[config.mk]
export PLATFORM = sky130hd
export DESIGN_NAME = lsu_access_splitter
export DESIGN_NICKNAME = d
export VERILOG_FILES = /design/src/rtl/lsu_pkg.sv /design/src/rtl/lsu_lane_align.sv /design/src/rtl/lsu_access_splitter.sv
export SDC_FILE = /design/constraint.sdc
export NUM_CORES = 1
export LEC_CHECK = 0
export CAP_MARGIN = 30
export CORE_MARGIN = 5
export CORE_UTILIZATION = 32
export CTS_BUF_LIST = sky130_fd_sc_hd__clkbuf_16
export DETAILED_ROUTE_END_ITERATION = 16
export SKIP_CTS_REPAIR_TIMING = 1
export SYNTH_ARGS = -nofsm -noshare
export SYNTH_HDL_FRONTEND = slang
export SYNTH_HIERARCHICAL = 1
export SYNTH_SLANG_ARGS = --single-unit
[constraint.sdc]
create_clock -name clk -period 5.23 [get_ports clk]
set_input_delay 0.7845 -clock clk [delete_from_list [all_inputs] [get_ports clk]]
set_output_delay 0.7845 -clock clk [all_outputs]
set_load 0.005 [all_outputs]
[src/rtl/lsu_pkg.sv]
// lsu_pkg: shared memOp encodings, FSM states and access-size helpers for the LSU
package lsu_pkg;
  localparam logic [2:0] MOP_B  = 3'd0;
  localparam logic [2:0] MOP_H  = 3'd1;
  localparam logic [2:0] MOP_W  = 3'd2;
  localparam logic [2:0] MOP_BU = 3'd4;
  localparam logic [2:0] MOP_HU = 3'd5;
  typedef enum logic [2:0] {S_IDLE, S_BEAT0, S_BEAT1, S_WAIT, S_RESP} state_t;
  function automatic logic [2:0] op_size(input logic [2:0] op);
    return op[1:0] == 2'd0 ? 3'd1 : op[1:0] == 2'd1 ? 3'd2 : 3'd4;
  endfunction
  function automatic logic op_legal(input logic [2:0] op, input logic we);
    return we ? (op <= MOP_W) : (op <= MOP_W || op == MOP_BU || op == MOP_HU);
  endfunction
endpackage

[src/rtl/lsu_lane_align.sv]
// lsu_lane_align: store lane shifting/masking and load half merging with extension
module lsu_lane_align (
  input  logic [1:0]  off,
  input  logic [2:0]  size,
  input  logic        sext,
  input  logic [31:0] wdata,
  input  logic [31:0] lo,
  input  logic [31:0] hi,
  output logic [3:0]  mask0,
  output logic [3:0]  mask1,
  output logic [31:0] wdata0,
  output logic [31:0] wdata1,
  output logic [31:0] rdata
);
  logic [3:0]  sm;
  logic [5:0]  sh_lo, sh_hi;
  logic [31:0] merged;
  // Beat 0 carries the low lanes shifted up; beat 1 carries the overflow shifted down.
  always_comb begin
    sm = size == 3'd4 ? 4'hf : size == 3'd2 ? 4'h3 : 4'h1;
    sh_lo = {1'b0, off, 3'b000};
    sh_hi = 6'd32 - sh_lo;
    mask0 = sm << off;
    mask1 = sm >> (3'd4 - {1'b0, off});
    wdata0 = wdata << sh_lo;
    wdata1 = wdata >> sh_hi;
    merged = (hi << sh_hi) | (lo >> sh_lo);
    rdata = size == 3'd4 ? merged :
            size == 3'd2 ? {{16{sext & merged[15]}}, merged[15:0]} :
                           {{24{sext & merged[7]}}, merged[7:0]};
  end
endmodule

[src/rtl/lsu_access_splitter.sv]
// lsu_access_splitter: splits execute-stage accesses into word-aligned memory beats
module lsu_access_splitter #(
  parameter int ADDR_W = 32,
  parameter int DATA_W = 32,
  parameter int ALLOW_MISALIGNED = 1
) (
  input  logic              clk,
  input  logic              rst,
  input  logic              req_valid,
  output logic              req_ready,
  input  logic [ADDR_W-1:0] req_addr,
  input  logic [DATA_W-1:0] req_wdata,
  input  logic [2:0]        req_memOp,
  input  logic              req_we,
  output logic [ADDR_W-1:0] mem_addr,
  output logic [DATA_W-1:0] mem_wdata,
  output logic [3:0]        mem_wmask,
  output logic              mem_we,
  output logic              mem_re,
  input  logic [DATA_W-1:0] mem_rdata,
  output logic              rsp_valid,
  output logic [DATA_W-1:0] rsp_rdata,
  output logic              rsp_err
);
  import lsu_pkg::*;
  state_t state_q, state_d;
  logic [ADDR_W-1:0] addr_q, word_addr;
  logic [DATA_W-1:0] wdata_q, lo_q, hi_q;
  logic [2:0] op_q, size_in, size;
  logic we_q, err_q, accept, bad_in, split, beat0, beat1;
  logic [1:0] off_in, off;
  logic [3:0] mask0, mask1;
  logic [31:0] wdata0, wdata1, ld_data;
  // Classify the incoming request and the latched access.
  always_comb begin
    accept = req_valid && state_q == S_IDLE;
    off_in = req_addr[1:0];
    size_in = op_size(req_memOp);
    bad_in = !op_legal(req_memOp, req_we) || (ALLOW_MISALIGNED == 0 &&
             ((size_in == 3'd2 && off_in[0]) || (size_in == 3'd4 && off_in != 2'd0)));
    off = addr_q[1:0];
    size = op_size(op_q);
    split = ({2'b00, off} + {1'b0, size}) > 4'd4;
    word_addr = {addr_q[ADDR_W-1:2], 2'b00};
  end
  // State register; reset abandons any in-flight access.
  always_ff @(posedge clk or posedge rst)
    if (rst) state_q <= S_IDLE;
    else state_q <= state_d;
  // Next state: errors skip the memory beats, loads wait one cycle for the last word.
  always_comb begin
    state_d = state_q == S_IDLE  ? (accept ? (bad_in ? S_RESP : S_BEAT0) : S_IDLE) :
              state_q == S_BEAT0 ? (split ? S_BEAT1 : we_q ? S_RESP : S_WAIT) :
              state_q == S_BEAT1 ? (we_q ? S_RESP : S_WAIT) :
              state_q == S_WAIT  ? S_RESP : S_IDLE;
  end
  // Request latch and load-word capture, one cycle after each read strobe.
  always_ff @(posedge clk or posedge rst)
    if (rst) begin
      addr_q <= '0;
      wdata_q <= '0;
      op_q <= '0;
      we_q <= 1'b0;
      err_q <= 1'b0;
      lo_q <= '0;
      hi_q <= '0;
    end else begin
      if (accept) begin
        addr_q <= req_addr;
        wdata_q <= req_wdata;
        op_q <= req_memOp;
        we_q <= req_we;
        err_q <= bad_in;
        hi_q <= '0;
      end
      if (state_q == S_BEAT1 && !we_q) lo_q <= mem_rdata;
      if (state_q == S_WAIT) begin
        if (split) hi_q <= mem_rdata;
        else lo_q <= mem_rdata;
      end
    end
  lsu_lane_align u_align (
    .off(off), .size(size), .sext(!op_q[2]), .wdata(wdata_q), .lo(lo_q), .hi(hi_q),
    .mask0(mask0), .mask1(mask1), .wdata0(wdata0), .wdata1(wdata1), .rdata(ld_data)
  );
  // Outputs decode purely from registered state, so they are quiet in IDLE.
  always_comb begin
    beat0 = state_q == S_BEAT0;
    beat1 = state_q == S_BEAT1;
    req_ready = state_q == S_IDLE;
    mem_addr = beat0 ? word_addr : beat1 ? word_addr + ADDR_W'(4) : '0;
    mem_we = (beat0 || beat1) && we_q;
    mem_re = (beat0 || beat1) && !we_q;
    mem_wmask = mem_we ? (beat0 ? mask0 : mask1) : 4'h0;
    mem_wdata = mem_we ? (beat0 ? wdata0 : wdata1) : '0;
    rsp_valid = state_q == S_RESP;
    rsp_err = rsp_valid && err_q;
    rsp_rdata = rsp_valid && !we_q && !err_q ? ld_data : '0;
  end
endmodule

Yosys cells after proc, flatten, opt, wreduce, memory -nomap -nowiden. Cells that the tools add are included.

Flip-flop bits (word level): 136. Input port bits: 103. Output and inout port bits: 105. Word-level logic and storage cells: 76.

Add/subtract/negate cells: 4. $lt $le $gt $ge: 2. Equality and inequality tests: 9. Shift operators: 6. Multiplexer cells: 28. Bitwise operators: 3. Reductions and logical operators: 16.

Operators by type and width (number): 2-to-1 mux 32 bit (13); adder 32 x 3 -> 32 bit, second input constant (1); bitwise OR 32 bit (1); << shifter 32 x 5 -> 32 bit (1); << shifter 32 x 6 -> 32 bit (1); right shift 32 x 5 -> 32 bit (1); right shift 32 x 6 -> 32 bit (1); 2-to-1 mux 3 bit (10); == test 3 bit, second input constant (4); 2-to-1 mux 4 bit (3); == test 3 x 2 -> 1 bit, second input constant (3); logical AND 1 bit (7); subtractor 6 x 5 -> 6 bit, first input constant (1); adder 2 x 3 -> 4 bit (1); > comparator 4 x 3 -> 1 bit, second input constant (1); zero test 1 bit (4); << shifter 4 x 2 -> 4 bit (1); right shift 4 x 3 -> 4 bit (1); == test 3 x 1 -> 1 bit, second input constant (1); less-or-equal comparator 3 x 2 -> 1 bit, second input constant (1); zero test 3 bit (1); logical OR 1 bit (3); subtractor 3 x 2 -> 3 bit, first input constant (1); bitwise AND 1 bit (2); other kinds (4) (4).

Depth between registers and ports, before layout. Gate-level depths: netlist (run 1).

Word-level depth: 9. Depth in mapped cells: 13. Depth with buffers taken out: 8.

Hierarchy. Netlist (run 1), hierarchy kept.

By module, submodules not included: lsu_access_splitter (instances 1, cells an instance 710, area each 7463.4 µm², sequential area each 3403.3 µm²); lsu_lane_align (instances 1, cells an instance 392, area each 2549.9 µm², sequential area each 0.0 µm²).

Least setup slack after synthesis (run 1). OpenSTA, ideal clock, no wires.

Path kind: register to output. Start: register addr_q[0]. End: output rsp_rdata[25]. Data arrival time: 2619 ps. Required time: 4445 ps. Slack: 1826 ps. Cell stages (with the launch flop): 13. Buffers on the path: 5. Cell sequence: dfrtp_1 > buf_2 > buf_4 > clkinv_1 > clkbuf_1 > ha_1 > buf_2 > or2_2 > o22ai_1 > o21ai_2 > buf_4 > o211ai_2 > and2_1.

Longest elaborated chain between the ends: 7. Elaborated cells between the ends (all ways): 9. Those cells by class: 1 x add/sub; 2 x shift; 3 x mux; 3 x bitwise.

RTL lines: start, declared (RTL line lsu_access_splitter.sv:27) `logic [ADDR_W-1:0] addr_q, word_addr;`; start signal, assigned (RTL line lsu_access_splitter.sv:69) `addr_q <= req_addr;`; subtractor 6 x 5 -> 6 bit (RTL line lsu_lane_align.sv:22) `sh_hi = 6'd32 - sh_lo;`; << shifter 32 x 6 -> 32 bit (RTL line lsu_lane_align.sv:27) `merged = (hi << sh_hi) | (lo >> sh_lo);`; bitwise OR 32 bit * (RTL line lsu_lane_align.sv:27); bitwise AND 1 bit (on tied branches) (RTL line lsu_lane_align.sv:30, lsu_lane_align.sv:29); 2-to-1 mux 32 bit (RTL line lsu_lane_align.sv:29) `size == 3'd2 ? {{16{sext & merged[15]}}, merged[15:0]} :`; 2-to-1 mux 32 bit * (RTL line lsu_lane_align.sv:28) `rdata = size == 3'd4 ? merged :`; net ld_data[25] (RTL line lsu_access_splitter.sv:33) `logic [31:0] wdata0, wdata1, ld_data;`; 2-to-1 mux 32 bit * (RTL line lsu_access_splitter.sv:98) `rsp_rdata = rsp_valid && !we_q && !err_q ? ld_data : '0;`; end, declared (RTL line lsu_access_splitter.sv:22) `output logic [DATA_W-1:0] rsp_rdata,`.

Mark *: on every way through the listed nets, which the timed path passes. The rest lies on a longest branch.

Final worst setup path (run 1).
Start: register addr_q[0]. End: output rsp_rdata[20].

Same word-level chain as after synthesis.

==> results of run 1 <==
## path summary, 6_finish.rpt
kind                                        from                     end  slack (ns)  cells after the start
max reg2reg                  op_q[1]$_DFFE_PP0P_       lo_q[0]$_DFF_PP0_        2.28                      8
max                        addr_q[0]$_DFFE_PP0P_           rsp_rdata[20]        0.51                      9
max in group asynchronous                    rst  wdata_q[4]$_DFFE_PP0P_        3.36                      3
min                            lo_q[6]$_DFF_PP0_       lo_q[6]$_DFF_PP0_        0.49                      1
min in group asynchronous                    rst  addr_q[20]$_DFFE_PP0P_        0.80                      2
min reg2reg                    lo_q[6]$_DFF_PP0_       lo_q[6]$_DFF_PP0_        0.49                      1
## final cells by class
type / count / area, um^2 / area share
Multi-Input combinational cell: 827 / 5860 / 0.457
Sequential cell: 136 / 3410 / 0.266
Timing Repair Buffer: 226 / 2240 / 0.175
Tap cell: 396 / 495 / 0.0387
Clock buffer: 17 / 425 / 0.0332
Clock inverter: 15 / 201 / 0.0157
Inverter: 45 / 174 / 0.0136
Antenna cell: 2 / 5.00 / 0.000391
## flip-flops by register name (all words and copies together) (netlist names)
name and flops:
addr_q 32, hi_q 32, lo_q 32, wdata_q 32
op_q 3, state_q 3, err_q 1, we_q 1
## layer usage
metal  wire length, um  global-route usage  vias to the layer above  share of wire
met2             15200               0.297                      311           0.47
met1             14900               0.252                     4346           0.46
li1                  -                   -                     4232              -
met3              1810              0.0358                       42          0.056
met5                39                   0                        -         0.0012
met4               624              0.0549                        6          0.019
## synthesized netlist by cell type, types with 6 or more instances
master,instances
inv_1,41
and2_1,45
nand3_1,8
buf_2,34
nor2_1,61
buf_4,12
a32oi_1,10
clkbuf_1,30
a21oi_1,97
nor2b_1,27
nor3_1,7
o2bb2ai_1,7
dfrtp_1,136
mux2_2,53
mux2i_1,81
a211oi_1,24
mux2_1,30
nand2_1,151
buf_6,13
a22o_1,8
o21ai_1,21
nand4_1,9
mux2_4,24
o211ai_2,10
o211ai_1,6
and3_1,16
a31oi_1,19
o21ai_0,25
a222oi_1,7
## cells by family after synthesis
family | Yosys count
adders and majority gates | 6
muxes | 189
xor gates and xnor gates | 3
AOI/OAI and AO/OA | 272
buffers and inverters | 140
other | 1
DFF | 136
and+or+nand+nor | 355
## worst reg2reg max path: stages (launching register included)
cell and delay, ns:
dfrtp_1 0.46, nor2_1 0.32, ha_1 0.30, fa_1 0.43, nor2_1 0.15, o221ai_1 0.20, a21oi_4 0.16, buf_4 0.43
mux2_2 0.40
## power by group through the flow
stage                     clock, mW  sequential, mW  combinational (mW)
final                          1.30            2.15                4.46
after global routing           1.38            2.23                4.90
after CTS                      1.34            2.13                4.44
after detailed placement          0            2.15                4.41
after global placement            0            2.14                4.34
after floorplan                   0            1.87                3.33
==> run_results.csv, run 1 <==
group,metric,value,unit
cts,cts.clk_slew.worst_paths,0.07,ns
power,netSwitchingPower,3.54,mW
floorplan,rows,64,
sta,tns,0,ns
sta,worst_slew_pin_slew,0.947,ns
flow_run,maxCapViolations,0,
drt,totalWireLength,32600,um
drt,drt_pre_antenna_iters,6,
sta,drv_slew,0,
power,switching_share,0.448,
place,dpl-instance-area,12200,um^2
yosys,netlist_instances,1102,
power,finalPower,7.91,mW
yosys,yosys_warnings,6,
yosys,synth_ff_type,"dfrtp_1",
yosys,synth.area.top_cells,"dfrtp_1 (34%), mux2i_1 (8.1%), mux2_2 (6.0%)",
place,gp_congestion,0.830,
drt,drc,0,
critical_path,startpoint_type,"flip-flop",
sta,final.setup_skew,0.0140,ns
yosys,synth-xor-area-share,0.00262,
critical_path,required,4.45,ns
final_layout,final_util,0.417,
grt,grt_pass1_vias,8948,
sta,rsz0062_at_grt,"no",
drt,drt-initial-drc-count,792,
yosys,ys_seq_area_frac,0.340,
place,placed_cells,1629,
critical_path,crit_family,"buffers and inverters",
final_layout,area_growth,27.9,%
final_layout,fillCellCount,3073,
sta,fmax,0.212,GHz
floorplan,die_x,187,um
yosys,synth_area,10000,um^2
grt,grt_pass1_wl,52000,um
power,pwr-share-seq,0.271,
sta,slew_headroom,0.369,
yosys,synth_edf_count,0,
cts,clk_latency,0.43,ns
sta,whs,0.486,ns
critical_path,crit_fanout,38,
yosys,avgSynthCellArea,9.09,um^2
place,dp_worst_setup_slack,0.967,ns
critical_path,cp_data_arrival_time,3.94,ns
critical_path,path_cells,"clkinv_1 > ha_2 > buf_4 > nor2_1 > a31o_1 > nand3_2 > o211ai_1 > and2_1 > clkdlybuf4s50_1",
critical_path,worst-path-buf-inv,3,
grt,grt_max_degree,67,
final_layout,drive_above_1_share,0.136,
power,leakage,5.28,nW
yosys,synth_compound_area_frac,0.180,
cts,cts_buffers,17,
power,power_density,617,nW/um^2
hold_path,hp-class,"flip-flop to flip-flop",
place,port_buffers,205,
drt,vias_per_cell,5.37,
final_layout,fin_area,12800,um^2
cts,cts_tree,"yes",
grt,grt_usage,0.184,
sta,timing.final.crit_share,0.902,
drt,routedWlPerCell,19.6,um
cts,cts.sinks,136,
final_layout,final_cells,1664,
power,power_frac_comb,0.564,
yosys,yosys.area_share.adder,0.00825,
grt,overflow,0,
yosys,synth_seq_cells,136,
floorplan,die_y,187,um
yosys,synth_top_area_share,0.340,
power,intPower,4.37,mW
floorplan,die-area,34900,um^2
cts,cts_root_buffer,"clkbuf_16",
place,dp_hpwl,22700,um
sta,fin_ws,0.510,ns
floorplan,initial_utilization,0.326,
cts,htreeDepth,4,
sta,finalWorstPathRequiredPeriod,4.72,ns
critical_path,path_class,"flip-flop to output port",
floorplan,pin_count,208,
final_layout,final_common_cell,"clkdlybuf4s50_1",
run_status,outcome,"completed",
critical_path,end_kind,"output port",
critical_path,crit_path_max_incr_delay,0.65,ns
yosys,yosys.area.top_type,"dfrtp_1",
sta,hold_violations,0,
yosys,synth_top_family_by_area,"multiplexers",
cts,cts_buffer_depth,2,
final_layout,nets,1362,
sta,setup_viol,0,
floorplan,core-area,30700,um^2
yosys,synth.distinct_cells,75,
grt,antenna_found_initial,5,
yosys,synthSimpleGateAreaFrac,0.178,
yosys,async_flop_share,1.00,
power,power_frac_clock,0.165,
power,ir_drop,0.000355,V
drt,antenna_left,0,
yosys,muxShareOfSynthArea,0.213,
drt,num_vias,8937,
critical_path,slowest_stage,"dfrtp_4",
final_layout,final_cell_mix,"clkdlybuf4s50_1 (205), nand2_1 (149), dfrtp_1 (134)",
Note: power is estimated with default switching activity, not from simulation.
==> run 2, diff against run 1 <==
--- a/config.mk
+++ b/config.mk
@@ -5,7 +5,7 @@
 export SDC_FILE = /design/constraint.sdc
 export NUM_CORES = 1
 export LEC_CHECK = 0
-export CAP_MARGIN = 30
+export CAP_MARGIN = 20
 export CORE_MARGIN = 5
 export CORE_UTILIZATION = 32
 export CTS_BUF_LIST = sky130_fd_sc_hd__clkbuf_16
==> run_results.csv, run 2 (same netlist as run 1, synthesis figures left out) <==
group,metric,value,unit
sta,hold_violations,0,
final_layout,final_common_cell,"clkdlybuf4s50_1",
power,ir_drop,0.000330,V
drt,drt-initial-drc-count,694,
place,dp_hpwl,22500,um
cts,clk_latency,0.43,ns
final_layout,area_growth,27.3,%
place,gp_congestion,0.830,
grt,grt_pass1_vias,8856,
power,netSwitchingPower,3.52,mW
drt,vias_per_cell,5.37,
sta,whs,0.486,ns
grt,grt_pass1_wl,51500,um
floorplan,rows,64,
grt,antenna_found_initial,4,
final_layout,fin_area,12700,um^2
grt,overflow,0,
drt,drt_pre_antenna_iters,8,
sta,final.setup_skew,0.0129,ns
critical_path,required,4.45,ns
power,pwr-share-seq,0.275,
sta,worst_slew_pin_slew,1.06,ns
critical_path,end_kind,"output port",
final_layout,final_util,0.415,
sta,finalWorstPathRequiredPeriod,4.76,ns
flow_run,maxCapViolations,0,
grt,grt_max_degree,67,
place,port_buffers,205,
hold_path,hp-class,"flip-flop to flip-flop",
cts,cts_buffers,17,
final_layout,fillCellCount,3090,
final_layout,drive_above_1_share,0.134,
drt,routedWlPerCell,19.5,um
floorplan,core-area,30700,um^2
run_status,outcome,"completed",
floorplan,initial_utilization,0.326,
drt,num_vias,8917,
drt,antenna_left,0,
power,leakage,5.25,nW
drt,totalWireLength,32300,um
sta,timing.final.crit_share,0.909,
cts,htreeDepth,4,
floorplan,pin_count,208,
cts,cts_buffer_depth,2,
floorplan,die_y,187,um
sta,fmax,0.210,GHz
sta,slew_headroom,0.292,
sta,rsz0062_at_grt,"no",
cts,cts.sinks,136,
cts,cts.clk_slew.worst_paths,0.06,ns
floorplan,die-area,34900,um^2
critical_path,r2r_slack,2.26,ns
final_layout,nets,1360,
critical_path,cp_data_arrival_time,3.97,ns
grt,grt_usage,0.182,
power,power_frac_clock,0.159,
power,intPower,4.29,mW
place,dpl-instance-area,12100,um^2
final_layout,final_cell_mix,"clkdlybuf4s50_1 (205), nand2_1 (149), dfrtp_1 (134)",
critical_path,startpoint_type,"flip-flop",
sta,tns,0,ns
power,power_frac_comb,0.566,
power,switching_share,0.451,
power,power_density,613,nW/um^2
cts,cts_tree,"yes",
critical_path,path_class,"flip-flop to output port",
sta,drv_slew,0,
sta,setup_viol,0,
drt,drc,0,
floorplan,die_x,187,um
cts,cts_root_buffer,"clkbuf_16",
critical_path,crit_fanout,38,
[run 2: power groups by stage]
stage          combinational (mW)  sequential (mW)  clock [mW]
2_1_floorplan                3.33             1.87           0
3_3_place_gp                 4.34             2.14           0
3_5_place_dp                 4.39             2.14           0
4_1_cts                      4.42             2.13        1.28
5_1_grt                      4.86             2.23        1.32
6_report                     4.42             2.15        1.25
[run 2: worst paths after layout]
check | startpoint | end | cells after the start
max reg2reg | op_q[1]$_DFFE_PP0P_ | lo_q[0]$_DFF_PP0_ | 8
max in group asynchronous | rst | wdata_q[4]$_DFFE_PP0P_ | 3
min reg2reg | lo_q[6]$_DFF_PP0_ | lo_q[6]$_DFF_PP0_ | 1
min in group asynchronous | rst | addr_q[20]$_DFFE_PP0P_ | 2
max | addr_q[0]$_DFFE_PP0P_ | rsp_rdata[20] | 9
min | lo_q[6]$_DFF_PP0_ | lo_q[6]$_DFF_PP0_ | 1
[run 2: per-layer routing]
metal	vias up	share of wire	track usage
met4	6	0.026	0.0560
met5	-	0.0017	0
li1	4220	-	-
met2	308	0.47	0.292
met3	54	0.057	0.0405
met1	4329	0.45	0.246
[run 2: final cells by class]
class                      instances  area, um^2  share of cell area
sequential                       136        3410               0.267
inverter                          45         174              0.0136
timing repair buffer             224        2210               0.173
clock inverter                    15         175              0.0137
antenna                            1        2.50            0.000196
tap                              396         495              0.0389
multi-input combinational        827        5860               0.460
clock buffer                      17         425              0.0334
[run 2: metrics by stage]
stage	worst slack [ns]	power [mW]	instances
finish	0.474	7.81	1661
floorplan	0.806	5.20	1103
detailed placement	0.945	6.53	1627
global placement	1.05	6.47	1627
global route	0.242	8.41	1661
CTS	0.490	7.83	1659
[run 2: critical path: stages (launching register included)]
cell	delay [ns]
dfrtp_4	0.64
clkinv_1	0.17
ha_2	0.42
buf_4	0.32
nor2_1	0.26
a31o_1	0.21
nand3_2	0.50
o211ai_1	0.27
and2_1	0.21
clkdlybuf4s50_1	0.52
